`src/rtl/count_cycle_gen.sv`:
```
// Tags each accepted AXI-Stream sample with its index inside a cnt_limit-defined cycle
// and a final-sample flag, then queues {tlast, count, data} in an output FIFO.
module count_cycle_gen #(
    parameter int DATA_WIDTH      = 32,
    parameter int CNT_WIDTH       = 16,
    parameter int FIFO_ADDR_WIDTH = 5,
    parameter int AF_THRESH       = 16,
    parameter int ONE_SHOT        = 0
) (
    input  logic                  clk,
    input  logic                  sync_reset,
    input  logic                  s_axis_tvalid,
    input  logic [DATA_WIDTH-1:0] s_axis_tdata,
    output logic                  s_axis_tready,
    input  logic [CNT_WIDTH-1:0]  cnt_limit,
    input  logic                  start_sig,
    output logic                  af,
    output logic                  m_axis_tvalid,
    output logic [DATA_WIDTH-1:0] m_axis_tdata,
    output logic [CNT_WIDTH-1:0]  m_axis_count,
    output logic                  m_axis_tlast,
    input  logic                  m_axis_tready
);

    localparam int OCC_W = FIFO_ADDR_WIDTH + 1;
    localparam int ENT_W = DATA_WIDTH + CNT_WIDTH + 1;
    localparam int DEPTH = 2 ** FIFO_ADDR_WIDTH;
    localparam logic [OCC_W:0]           DEPTH_P  = {2'b01, {FIFO_ADDR_WIDTH{1'b0}}};
    localparam logic [OCC_W-1:0]         AF_P     = OCC_W'(AF_THRESH);
    localparam logic [OCC_W-1:0]         OCC_ONE  = {{(OCC_W-1){1'b0}}, 1'b1};
    localparam logic [FIFO_ADDR_WIDTH-1:0] PTR_ONE = {{(FIFO_ADDR_WIDTH-1){1'b0}}, 1'b1};
    localparam logic [CNT_WIDTH-1:0]     CNT_ONE  = {{(CNT_WIDTH-1){1'b0}}, 1'b1};
    localparam bit                       ONE_SHOT_EN = (ONE_SHOT != 32'sd0);

    typedef enum logic [1:0] {
        ST_STARTUP = 2'd0,
        ST_RUN     = 2'd1,
        ST_HALT    = 2'd2
    } state_t;

    state_t                     state_r, state_next_s;
    logic [CNT_WIDTH-1:0]       prev_cnt_r, lim_r, cnt_s, lim_eff_s;
    logic                       zero_s, gate_s, last_s, take_s, tready_s, space_ok_s;
    logic [OCC_W:0]             pending_s;
    logic                       s1_valid_r, s2_valid_r;
    logic [ENT_W-1:0]           s1_ent_r, s2_ent_r, rd_ent_s;
    logic [ENT_W-1:0]           mem_r [DEPTH];
    logic [FIFO_ADDR_WIDTH-1:0] wr_ptr_r, rd_ptr_r;
    logic [OCC_W-1:0]           occ_r, occ_next_s;
    logic                       af_r, tvalid_r, push_s, pop_s;

    // In-flight pipeline entries count against capacity so the FIFO can never overflow.
    assign pending_s  = {1'b0, occ_r} + {{OCC_W{1'b0}}, s1_valid_r} + {{OCC_W{1'b0}}, s2_valid_r};
    assign space_ok_s = (pending_s < DEPTH_P);

    // Acceptance gating, count assignment, final-sample flag and next state
    always_comb begin
        zero_s = 1'b1;
        gate_s = 1'b0;
        case (state_r)
            ST_STARTUP: begin zero_s = 1'b1; gate_s = 1'b1; end
            ST_RUN:     begin zero_s = start_sig | (prev_cnt_r == lim_r); gate_s = 1'b1; end
            ST_HALT:    begin zero_s = 1'b1; gate_s = start_sig; end
            default:    begin zero_s = 1'b1; gate_s = 1'b1; end
        endcase
        tready_s = gate_s & space_ok_s & ~sync_reset;
        take_s   = s_axis_tvalid & tready_s;
        // A count-0 sample opens a new cycle and samples the limit it will run against.
        if (zero_s) begin
            cnt_s     = '0;
            lim_eff_s = cnt_limit;
        end else begin
            cnt_s     = prev_cnt_r + CNT_ONE;
            lim_eff_s = lim_r;
        end
        last_s = (cnt_s == lim_eff_s);
        if (take_s) begin
            if (ONE_SHOT_EN && last_s) begin
                state_next_s = ST_HALT;
            end else begin
                state_next_s = ST_RUN;
            end
        end else begin
            state_next_s = state_r;
        end
    end

    // State, last issued count and the limit held for the current cycle
    always_ff @(posedge clk) begin
        if (sync_reset) begin
            state_r    <= ST_STARTUP;
            prev_cnt_r <= '0;
            lim_r      <= '0;
        end else begin
            state_r <= state_next_s;
            if (take_s) begin
                prev_cnt_r <= cnt_s;
                lim_r      <= lim_eff_s;
            end
        end
    end

    // Two-stage delay line carrying tagged samples toward the FIFO
    always_ff @(posedge clk) begin
        if (sync_reset) begin
            s1_valid_r <= 1'b0;
            s2_valid_r <= 1'b0;
            s1_ent_r   <= '0;
            s2_ent_r   <= '0;
        end else begin
            s1_valid_r <= take_s;
            s2_valid_r <= s1_valid_r;
            s1_ent_r   <= {last_s, cnt_s, s_axis_tdata};
            s2_ent_r   <= s1_ent_r;
        end
    end

    assign push_s = s2_valid_r;
    assign pop_s  = tvalid_r & m_axis_tready;

    // Occupancy after this cycle's push/pop
    always_comb begin
        occ_next_s = occ_r;
        case ({push_s, pop_s})
            2'b10:   occ_next_s = occ_r + OCC_ONE;
            2'b01:   occ_next_s = occ_r - OCC_ONE;
            default: occ_next_s = occ_r;
        endcase
    end

    // FIFO pointers, occupancy, output valid and almost-full flag
    always_ff @(posedge clk) begin
        if (sync_reset) begin
            wr_ptr_r <= '0;
            rd_ptr_r <= '0;
            occ_r    <= '0;
            tvalid_r <= 1'b0;
            af_r     <= 1'b0;
        end else begin
            if (push_s) begin
                wr_ptr_r <= wr_ptr_r + PTR_ONE;
            end
            if (pop_s) begin
                rd_ptr_r <= rd_ptr_r + PTR_ONE;
            end
            occ_r    <= occ_next_s;
            tvalid_r <= (occ_next_s != '0);
            af_r     <= (occ_next_s >= AF_P);
        end
    end

    // FIFO storage write port
    always_ff @(posedge clk) begin
        if (push_s && !sync_reset) begin
            mem_r[wr_ptr_r] <= s2_ent_r;
        end
    end

    assign rd_ent_s      = mem_r[rd_ptr_r];
    assign s_axis_tready = tready_s;
    assign af            = af_r;
    assign m_axis_tvalid = tvalid_r;
    assign m_axis_tdata  = rd_ent_s[DATA_WIDTH-1:0];
    assign m_axis_count  = rd_ent_s[DATA_WIDTH +: CNT_WIDTH];
    assign m_axis_tlast  = rd_ent_s[ENT_W-1];

endmodule

```
`config.mk`:
```
export PLATFORM = sky130hd
export DESIGN_NAME = count_cycle_gen
export DESIGN_NICKNAME = d
export VERILOG_FILES = /design/src/rtl/count_cycle_gen.sv
export SDC_FILE = /design/constraint.sdc
export NUM_CORES = 2
export LEC_CHECK = 0
export CAP_MARGIN = 20
export CORE_MARGIN = 2
export CORE_UTILIZATION = 28
export CTS_CLUSTER_DIAMETER = 30
export CTS_CLUSTER_SIZE = 28
export DETAILED_ROUTE_END_ITERATION = 10
export MAX_ROUTING_LAYER = met4
export PLACE_DENSITY = 0.38
export SYNTH_ARGS = -nofsm -noshare
export SYNTH_HDL_FRONTEND = slang
export SYNTH_SLANG_ARGS = --single-unit
export TNS_END_PERCENT = 30
```
`constraint.sdc`:
```
create_clock -name clk -period 4.9 [get_ports clk]
set_clock_uncertainty 0.1 [all_clocks]
set_input_delay 0.735 -clock clk [delete_from_list [all_inputs] [get_ports clk]]
set_output_delay 0.735 -clock clk [all_outputs]
set_load 0.01 [all_outputs]
```
==> flow_summary.json <==
{
  "outcome": "finished clean",
  "dr.pass1.iters": 5,
  "place_congestion": 0.737,
  "synth-seq-area-share": 0.769,
  "syn_area_per_cell_um2": 22.6,
  "die_h_um": 487,
  "yosysTopAreaCellShare": 0.721,
  "drt-initial-drc-count": 2645,
  "viasPerCell": 4.72,
  "yosysWarnings": 0,
  "hold_viol": 0,
  "reg2reg_depth": 9,
  "synth-seq-cells": 1724,
  "final_cell_area_um2": 85800,
  "dieArea_um2": 237000,
  "synth_most_common_cell": "edfxtp_1",
  "grt_pass1_vias": 35500,
  "setup_viol": 0,
  "ys_async_sr_fraction": 0,
  "synthTopCellsByArea": "edfxtp_1 (72%), mux4_2 (17%), dfxtp_1 (4.8%)",
  "powerDensity_nw_per_um2": 543,
  "cts_tree": "done",
  "dp.cells": 5991,
  "period_minus_slack_ps": 4730,
  "syn_inst": 2891,
  "nNetsFinal": 3452,
  "grt_pass1_wl_um": 269000,
  "min_path_cells": 2,
  "clock-sinks": 1724,
  "wl_per_cell_um": 28.3,
  "netlist_area_um2": 65300,
  "pin_count": 105,
  "overflow": 0,
  "wl_met2_um": 93200,
  "synthToLayoutAreaGrowth_pct": 31.5,
  "cp_data_arrival_time_ps": 3900,
  "post_route_cells_drive_above_1_share": 0.369,
  "htreeDepth": 5,
  "vdd_drop_max_mv": 0.385,
  "fmax_mhz": 211,
  "instances_no_fill": 6768,
  "rows": 177,
  "path_max_fanout": 74,
  "top_layer_used": "met4",
  "rsz0062_at_grt": "no",
  "antenna_found_initial": 9,
  "drt-total-wl_um": 192000,
  "required_ps": 4070,
  "final_util": 0.370,
  "wl_met1_um": 85900,
  "vias": 31900,
  "synth-main-ff-cell": "edfxtp_1",
  "hp-class": "in2reg",
  "dpl-instance-area_um2": 71100,
  "ys_types": 56,
  "synth_fp_nets": 2954,
  "cts_buffer_depth": 4,
  "worst_pin_slew_ps": 1060,
  "numPortBuffers": 104,
  "grt_max_degree": 75,
  "clock-root-buffer": "clkbuf_16",
  "route.detailed.drc": 0,
  "ant_nets": 0,
  "drv_slew": 0,
  "core_um2": 232000,
  "worstSetupPathType": "reg2out",
  "slew_headroom": 0.294,
  "synth_area_leader_cell": "edfxtp_1",
  "met3_length_um": 8790,
  "start_kind": "flop",
  "power_leakage_nw": 28.3,
  "synth_edf_count": 1568,
  "drv_cap": 0,
  "cp-end-kind": "primary output",
  "clk_latency_ps": 930,
  "start_util": 0.281,
  "dieWidth_um": 487,
  "layout_worst_path_cycle_share": 0.966,
  "grtUsageTotal": 0.167,
  "synthTopCellsByCount": "edfxtp_1 (1568), mux4_2 (490), dfxtp_1 (156)",
  "path_clk_slew_ps": 50,
  "hold_slack_ps": 254,
  "dp.final_hpwl_um": 97000,
  "numCtsBuffers": 422
}
power by group:
part           switching [W]  internal, W  total, W
registers           0.000135       0.0160    0.0162
logic                0.00117      0.00141   0.00258
clock network        0.00826       0.0196    0.0278
total                0.00956       0.0370    0.0466
cell type report:
cell class	count	area (um2)
well taps	3043	3810
repair buffers	235	2890
clock inverters	261	3270
clock buffers	496	11100
multi-input cells	995	14500
flip-flops and latches	1724	50200
diodes	3	7.51
fillers	21000	146000
inverters	11	41.3
critical path: stages (launching register included):
cell and delay (ps):
dfxtp_4 700, buf_12 430, mux4_2 410, mux4_2 480, mux2_2 340, clkdlybuf4s50_1 500
cell families after synthesis:
group / Yosys count / share of synthesized area
compound gates: 77 / 0.00684
xor+xnor: 53 / 0.00732
fa+ha+maj: 10 / 0.00192
buf+inv: 172 / 0.0122
flops: 1724 / 0.769
mux: 541 / 0.178
simple gates: 314 / 0.0247
sequential cells by signal, indices dropped and copies added, names as in the netlist, named ones only:
signal	count
s2_ent_r	49
lim_r	16
m_axis_tvalid	1
af	1
state_r	1
mem_r	1568
push_s	1
occ_r	6
prev_cnt_r	16
s1_valid_r	1
rd_ptr_r	5
wr_ptr_r	5
s1_ent_r	49
through the flow:
step / TNS [ps] / worst slack [ps] / power [W]
floorplan: 0 / 810 / 0.0182
global placement: 0 / 959 / 0.0190
detailed placement: 0 / 949 / 0.0190
CTS: -1.99 / -1.99 / 0.0471
global route: 0 / 13.0 / 0.0481
finish: 0 / 166 / 0.0466
cell usage in the layout (no fill, tap or decap), types with 51 or more instances in the layout:
| master | n |
|---|---|
| mux4_2 | 490 |
| dfxtp_1 | 151 |
| clkinvlp_4 | 51 |
| nor2_1 | 54 |
| nand2_1 | 62 |
| edfxtp_1 | 1568 |
| bufinv_16 | 70 |
| clkinv_2 | 72 |
| clkbuf_16 | 427 |
| nor2b_1 | 89 |
| clkdlybuf4s50_1 | 102 |
| buf_4 | 68 |
| clkbuf_1 | 58 |
layer usage:
layer	vias to the layer above	GRT usage
met1	17500	0.219
li1	13200	-
met4	0	0.0496
met2	935	0.263
met3	309	0.0332
met5	-	-
final timing paths:
path | from | end | slack, ps
min | s_axis_tdata[4] | s1_ent_r[4] | 250
max reg2reg | push_s | lim_r[12] | 1190
max | flop | m_axis_count[1] | 170
min reg2reg | s1_ent_r[17] | s2_ent_r[17] | 330
what timing repair did:
action,in CTS,in global routing
endpoints found under the setup margin,4,11
hold buffers,1,0
setup buffers,0,7
endpoints found under the hold margin,3,0
resized for setup,4,2
No activity file was read; power rests on OpenSTA's default activity.
==> patch, RTL diff (same flow settings) <==
Re-encode `state_t` (3 states) as one-hot, 3 bits wide.
--- a/src/rtl/count_cycle_gen.sv
+++ b/src/rtl/count_cycle_gen.sv
@@ -33,8 +33,8 @@
     localparam bit                       ONE_SHOT_EN = (ONE_SHOT != 32'sd0);
 
-    typedef enum logic [1:0] {
-        ST_STARTUP = 2'd0,
-        ST_RUN     = 2'd1,
-        ST_HALT    = 2'd2
+    typedef enum logic [2:0] {
+        ST_STARTUP = 3'b001,
+        ST_RUN     = 3'b010,
+        ST_HALT    = 3'b100
     } state_t;
 
Check against the original RTL: no difference found for any inputs over 4 cycles, from zero or initial values and one cycle with sync_reset high; so few cycles prove little.
==> patch against the unedited design <==
Core utilization shrank 0.16 points. Synthesized area shrank 0.15%. Cell area shrank 0.44%. Wire length is essentially flat. Hold slack lost 0.010 ns. Sequential cell count grew 1. Largest cell class unchanged. Total power shrank 0.96%. Worst setup slack gained 0.017 ns.
==> patch: results (changes against the unedited design) <==
status: "completed"
async_reset_ff_share_pct: 0  # unchanged
p_leak_uw: 0.0279  # -1.4%
syn_nets: 2949  # -0.17%
min_path_cells: 2  # unchanged
drive_gt1_share_pct: 37.0  # about the same
antenna_found_initial: 3  # -6
clkTransAtPathRegs_ns: 0.04
nets: 3456  # +0.12%
clk_latency_ns: 0.95  # +0.02 ns
seq_area_frac_synth_pct: 77.1  # +0.15 points
nFillCells: 21091  # +0.40%
ir_drop_uv: 339  # -12%
slowest_stage: "mux4_2"
crit_fanout: 27  # -64%
grt_pass1_wl_mm: 270  # +0.42%
timing.rr.end: "mem_r[9][37]"
firstDrtPassIters: 5  # unchanged
first_global_vias: 35358  # -0.35%
worstHoldPathType: "in -> reg"
synthTopCellsByCount: "1568 x edfxtp_1, 490 x mux4_2, 157 x dfxtp_1"
yosys-top-cells-area: "edfxtp_1 72%, mux4_2 17%, dfxtp_1 4.8%, mux2_2 0.85%, nor2b_1 0.83%"
wirelength_mm: 192  # about the same
h-tree-depth: 5  # unchanged
ff2ff_path_depth: 5  # -4
finalCritPeriodShare_pct: 96.3  # -0.35 points
worst_r2r_startpoint: "push_s"
dp_hpwl_mm: 103  # +6.2%
grt_max_degree: 73  # -2.7%
slowest_delay_ns: 0.53  # -0.17 ns
max-slew-margin-rel_pct: 28.1  # -1.3 points
min_from: "s_axis_tdata[9]"
grt-ovfl-total: 0  # unchanged
arrival_ns: 3.88  # -0.02 ns
r2r_slack_ns: 1.51  # +0.32 ns
synth_flop_cell: "edfxtp_1"
vias: 32024  # +0.27%
initialDrtViolationCount: 2408  # -9.0%
top_regs: "mem_r x1568, s1_ent_r x49, s2_ent_r x49"
yosysWarnings: 0  # unchanged
hold_end: "s1_ent_r[9]"
cts_made_buffers: 417  # -1.2%
grt_use_total_pct: 16.7  # about the same
gp_congestion: 0.733  # -0.46%
io_buffer_count: 104  # unchanged
whs_ns: 0.244  # -0.0100 ns
[patch: cell types whose count changed after synthesis, moves of 4 or more]
cell	change
inv_1	-4
buf_2	+13
buf_6	-7
nand2_1	-5
nor2_1	+6
clkbuf_1	-4
nand3_1	-6
buf_4	-10
xnor2_1	-7
xor2_1	+4
buf_1	+10
a21oi_1	+4
[patch: area by class of cell]
type	instances	area share (%)
Inverter	7	0.0308
Clock inverter	282	3.51
Sequential cell	1725	58.8
Tap cell	3043	4.46
Clock buffer	479	12.7
Antenna cell	1	0.00293
Multi-Input combinational cell	993	17.0
Timing Repair Buffer	249	3.49
[patch: cell families (layout without fill, tap and decap cells)]
group           Yosys count  count (layout)  synth area share [%]
flops                  1725            1725                  77.1
mux                     541             541                  17.8
simple gates            312             312                  2.48
buf+inv                 168            1017                  1.08
compound gates           81              81                 0.716
xor+xnor                 49              49                 0.658
fa+ha+maj                10              10                 0.192
other cells               0               1                     0
[patch: per-stage QoR]
stage / std cells / setup slack [ns] / instance area [µm²] / total power (µW)
after floorplan: 2886 / 1.05 / 65200 / 18500
after global placement: 6005 / 0.729 / 71300 / 19500
after detailed placement: 6005 / 0.843 / 71300 / 19600
after CTS: 6771 / 0.0192 / 85200 / 46700
after global routing: 6779 / 0.00660 / 85400 / 47700
final: 6779 / 0.183 / 85400 / 46100
[patch: per-layer routing]
layer	wire length [µm]	global-route usage [%]
met5	0	-
met4	4160	4.84
met2	93500	26.5
met1	85300	22.0
met3	8880	3.06
[patch: how the worst max path moves through the flow]
stage / start / end / slack, ns / depth (start not counted)
2_1_floorplan: sync_reset / mem_r[30][0] / 1.05 / 4
3_3_place_gp: m_axis_tready / m_axis_tvalid / 0.73 / 10
3_5_place_dp: m_axis_tready / m_axis_tvalid / 0.84 / 10
4_1_cts: flip-flop / m_axis_count[5] / 0.02 / 5
5_1_grt: flip-flop / m_axis_tdata[21] / 0.007 / 6
6_report: flip-flop / m_axis_tdata[10] / 0.18 / 7
[patch: timing repair]
item / in CTS / in global routing
hold endpoints to repair: 1 / 0
gates resized for setup: 0 / 3
hold buffers: 1 / 0
buffers inserted: 4 / 0
endpoints found under the setup margin: 35 / 2
[patch: worst max-delay path, delay by kind of cell, from the launching register on]
family	cells	cell delay, ns
multiplexers	3	1.34
buffers and inverters	4	1.14
flip-flops	1	0.39
[patch: report_power, final]
part | switching, µW | internal, µW | total [µW]
sequential | 146 | 16100 | 16200
clock | 8270 | 18600 | 26900
combinational | 1360 | 1700 | 3060
total | 9780 | 36300 | 46100
